`src/rtl/sdp_brdma_eg_ctx_reader.sv`:
```
// Egress end of the BRDMA context queue: pops one context per DMA read and tags the
// returning response beats with per-request last / layer-end flags through one output register.
`timescale 1ns/1ps
module sdp_brdma_eg_ctx_reader #(
    parameter int unsigned DW     = 512,
    parameter int unsigned BEAT_W = 12
) (
    input  logic            nvdla_core_clk_mgated,
    input  logic            nvdla_core_rstn,
    input  logic            cq2eg_pvld,
    output logic            cq2eg_prdy,
    input  logic [15:0]     cq2eg_pd,
    input  logic            dma_rd_rsp_pvld,
    output logic            dma_rd_rsp_prdy,
    input  logic [DW-1:0]   dma_rd_rsp_pd,
    output logic            eg2up_pvld,
    input  logic            eg2up_prdy,
    output logic [DW+1:0]   eg2up_pd,
    output logic            eg_busy,
    output logic            layer_done
);

    localparam int unsigned LE_BIT = 12;

    typedef enum logic {IDLE, ACTIVE} state_t;

    state_t              state_q;
    logic [BEAT_W-1:0]   beat_cnt_q;
    logic [BEAT_W-1:0]   ctx_beats_m1_q;
    logic                ctx_layer_end_q;
    logic                eg2up_pvld_q;
    logic [DW+1:0]       eg2up_pd_q;
    logic                layer_done_q;

    logic                out_free;
    logic                rsp_acc;
    logic                is_last;
    logic                ctx_pop;
    logic                unused_rsvd;

    // Reserved context bits carry no meaning here.
    assign unused_rsvd = ^cq2eg_pd[15:13];

    assign out_free        = !eg2up_pvld_q || eg2up_prdy;
    assign dma_rd_rsp_prdy = (state_q == ACTIVE) && out_free;
    assign rsp_acc         = dma_rd_rsp_pvld && dma_rd_rsp_prdy;
    assign is_last         = (beat_cnt_q == ctx_beats_m1_q);
    // Pop in the same cycle as the last beat so consecutive contexts run without a bubble.
    assign cq2eg_prdy      = (state_q == IDLE) || (rsp_acc && is_last);
    assign ctx_pop         = cq2eg_pvld && cq2eg_prdy;

    always_ff @(posedge nvdla_core_clk_mgated or negedge nvdla_core_rstn) begin
        if (!nvdla_core_rstn) begin
            state_q         <= IDLE;
            beat_cnt_q      <= '0;
            ctx_beats_m1_q  <= '0;
            ctx_layer_end_q <= 1'b0;
            eg2up_pvld_q    <= 1'b0;
            eg2up_pd_q      <= '0;
            layer_done_q    <= 1'b0;
        end else begin
            layer_done_q <= eg2up_pvld_q && eg2up_prdy && eg2up_pd_q[DW+1];

            // Accepted beat carries the flags of the context it was counted against.
            if (rsp_acc) begin
                eg2up_pvld_q <= 1'b1;
                eg2up_pd_q   <= {ctx_layer_end_q & is_last, is_last, dma_rd_rsp_pd};
            end else if (eg2up_prdy) begin
                eg2up_pvld_q <= 1'b0;
            end

            if (ctx_pop) begin
                state_q         <= ACTIVE;
                beat_cnt_q      <= '0;
                ctx_beats_m1_q  <= cq2eg_pd[BEAT_W-1:0];
                ctx_layer_end_q <= cq2eg_pd[LE_BIT];
            end else if (rsp_acc) begin
                if (is_last) begin
                    state_q    <= IDLE;
                    beat_cnt_q <= '0;
                end else begin
                    beat_cnt_q <= beat_cnt_q + BEAT_W'(1);
                end
            end
        end
    end

    assign eg2up_pvld = eg2up_pvld_q;
    assign eg2up_pd   = eg2up_pd_q;
    assign layer_done = layer_done_q;
    assign eg_busy    = (state_q == ACTIVE) || eg2up_pvld_q;

endmodule

```
`config.mk`:
```
export PLATFORM = sky130hd
export DESIGN_NAME = sdp_brdma_eg_ctx_reader
export DESIGN_NICKNAME = d
export VERILOG_FILES = /design/src/rtl/sdp_brdma_eg_ctx_reader.sv
export SDC_FILE = /design/constraint.sdc
export NUM_CORES = 1
export LEC_CHECK = 0
export ABC_CLOCK_PERIOD_IN_PS = 2100
export BUFFER_PORTS_ARGS = -buffer_cell sky130_fd_sc_hd__buf_2
export CAP_MARGIN = 20
export CORE_AREA = 2 2 404 406
export CTS_BUF_LIST = sky130_fd_sc_hd__clkbuf_8
export CTS_CLUSTER_SIZE = 40
export DETAILED_ROUTE_END_ITERATION = 8
export DIE_AREA = 0 0 406 408
export MAX_ROUTING_LAYER = met4
export PLACE_DENSITY = 0.41
export SLEW_MARGIN = 20
export SYNTH_ARGS = -nofsm -noshare
export SYNTH_HDL_FRONTEND = slang
export SYNTH_SLANG_ARGS = --single-unit
```
`constraint.sdc`:
```
create_clock -name nvdla_core_clk_mgated -period 2.1 [get_ports nvdla_core_clk_mgated]
set_input_delay 0.42 -clock nvdla_core_clk_mgated [delete_from_list [all_inputs] [get_ports nvdla_core_clk_mgated]]
set_output_delay 0.42 -clock nvdla_core_clk_mgated [all_outputs]
set_load 0.005 [all_outputs]
```
==> metrics.txt <==
run status complete, but fails checks; failing checks negative setup slack; Crit-path slowest cell dfrtp_1; Yosys cell types 32; Ports 1052; CP Cell Sequence xor2_2 -> nor4_4 -> nand3_2 -> o21ai_2 -> buf_6; CTS clk-pin slew, worst paths 0.06 ns; fin crit period 2.66 ns; period utilization 127%; core area 162000 um2; Setup WS post-layout -0.558 ns; vias per cell 3.40; clk sink count 542; Pwr Density 839 nW/um2; # nets final 4518; share of cells above drive strength 1 33.1%; Leak 20.1 nW; Die Ht 408 um; Crit Path Class reg -> out; clock skew 0.0350 ns; Slew HR 61.8%; worst-path maximum fanout 2; max_cap viols 0; Synth Area per Inst 8.94 um2; port bufs 1048; Max Fclk 376 MHz; cell count along the critical path 5; die width 406 um; Final Hold Vio Count 0; Starting DRT DRC Count 1103; number of instances in the placed design 5517; Initial Utilization 12.7%; clk_lat worst skew 0.77 ns; non-filler instance count after layout 6263; Worst EP arrival 2.24 ns; xor-xnor portion of the synthesized cell area 0.597%; GRT Total Usage 11.9%; site row count 148; FF+latch count, synth 542; Mapped Nets 2833; worst IR drop on VDD 0.446 mV; total power 31.1 mW; Seq/Total Area, Yosys 66.0%; post-place setup slack 0.0374 ns; most frequent cells in the layout nand2_1 (1548), buf_2 (1043), dfrtp_1 (541); endpoint type of the worst setup path output pin; clock tree from TritonCTS yes; hold crit path type in -> async; Post-Syn Area 20600 um2; asr flop ratio synth 100%; total gr overflow 0; largest net degree at the start of global routing 73; area delta synth->final 80.2%; CTS Buf Count 104; synth warn 0; DR pass1 iterations 5; FF-to-FF path depth 7; final wirelength 99000 um; DP HPWL 74800 um; Die Area 166000 um2; mux cell area share after synthesis 1.04%; RSZ-0062 raised after global routing yes; Largest stage delay, worst path 0.41 ns; clock buffer depth 3; drt drc 0; commonest non-fill, non-tap cell in the layout nand2_1; Req. time, crit path 1.68 ns; Worst setup SP type register; root buf cell clkbuf_8; initial antenna violation count 20; H-tree Lvls 3; number of global-route vias before repair 22400; via count 21300; GP Congestion 0.919; worst path bufs/invs 1; final setup fails 8; fraction of the mapped netlist area in simple logic gates 29.6%; ys flop type dfrtp_1; Syn Inst Count 2299; Synth Area in Adders 0.0609%; EDFF count, synth 0; largest family of logic cells by synthesized area simple AND/OR/NAND/NOR gates; WL/cell 15.8 um; first-pass GRT wire length 144000 um; Slew Viols, Final 0; Synth Area in Compound Gates 0.457%; Antenna Violating Nets Remaining 0; Slew @ Worst Pin 0.571 ns; CP top delay family simple AND/OR/NAND/NOR gates
through the flow:
step | util, % | hold slack, ns | instance area [um2] | setup TNS, ns
after detailed placement | 18.1 | 0.366 | 29300 | 0
after CTS | 22.9 | 0.0630 | 37000 | -13.79
after floorplan | - | 0.124 | 20600 | 0
final | 22.9 | 0.194 | 37000 | -0.604
after global routing | 22.9 | 0.0845 | 37000 | -2.10
after global placement | 18.1 | 0.370 | 29300 | 0
where the power goes:
group / leakage, nW / total (mW) / internal (mW) / switching [mW]
combinational: 12.1 / 6.81 / 3.25 / 3.56
clock: 1.27 / 11.2 / 6.16 / 5.05
sequential: 6.69 / 13.1 / 12.1 / 0.945
state kept, by name, indices dropped and copies added, names as in the netlist:
signal and cells:
ctx_layer_end_q 1, beat_cnt_q 12, state_q 1, eg2up_pd 514, layer_done 1, eg2up_pvld 1, ctx_beats_m1_q 12
cells by family after synthesis:
logic type                 after synthesis
and+or+nand+nor                       1590
muxes                                   16
xor gates and xnor gates                14
AOI/OAI and AO/OA                       16
DFF                                    542
adders and majority gates                1
buffers and inverters                  120
worst paths after layout:
kind / start / end / slack (ns)
worst max-delay path: ctx_beats_m1_q[1] / cq2eg_prdy / -0.56
worst min-delay path: nvdla_core_rstn / eg2up_pd[144] / 0.19
worst max register to register: ctx_beats_m1_q[1] / ctx_beats_m1_q[3] / -0.01
worst min register to register: eg2up_pd[481] / eg2up_pd[481] / 0.46
max in group asynchronous: nvdla_core_rstn / eg2up_pd[495] / 1.07
min in group nvdla_core_clk_mgated: dma_rd_rsp_pd[377] / eg2up_pd[377] / 0.36
repair_timing:
action                     in CTS  in global routing
hold endpoints to repair      846                  0
pin swaps                       2                  5
hold buffers                  529                  0
resized for setup              23                  9
setup buffers                  12                  5
setup endpoints to repair       3                 27
synthesized netlist by cell type, types with 2 or more instances:
cell         n  area (um2)
nor2_1       3        11.3
and2_1       2        12.5
nand2_1   1548        5810
o21ai_0      9        45.0
mux2i_1      3        30.0
dfrtp_1    542       13600
nor4_2       3        37.5
nor4_1       3        18.8
clkbuf_1    99         372
mux2_4      10         150
buf_1       16        60.1
nand3_1     10        50.1
mux2_2       3        33.8
inv_1        2        7.51
and3_1       7        43.8
xor2_1      14         123
nor3_1       7        35.0
a21oi_1      4        20.0
layout make-up:
class | count | area [um2]
antenna | 21 | 52.6
clock buffer | 136 | 1870
clock inverter | 53 | 343
fill | 18000 | 125000
inverter | 2 | 7.51
multi-input combinational | 1637 | 6580
sequential | 542 | 13600
tap | 2175 | 2720
timing repair buffer | 1697 | 11900
routing by layer:
metal	global-route usage [%]	part of all wire (%)
met1	13.9	42
met2	20.0	49
met5	-	0
met4	3.67	2.4
met3	3.05	6.6
No activity file was read; power rests on OpenSTA's default activity.
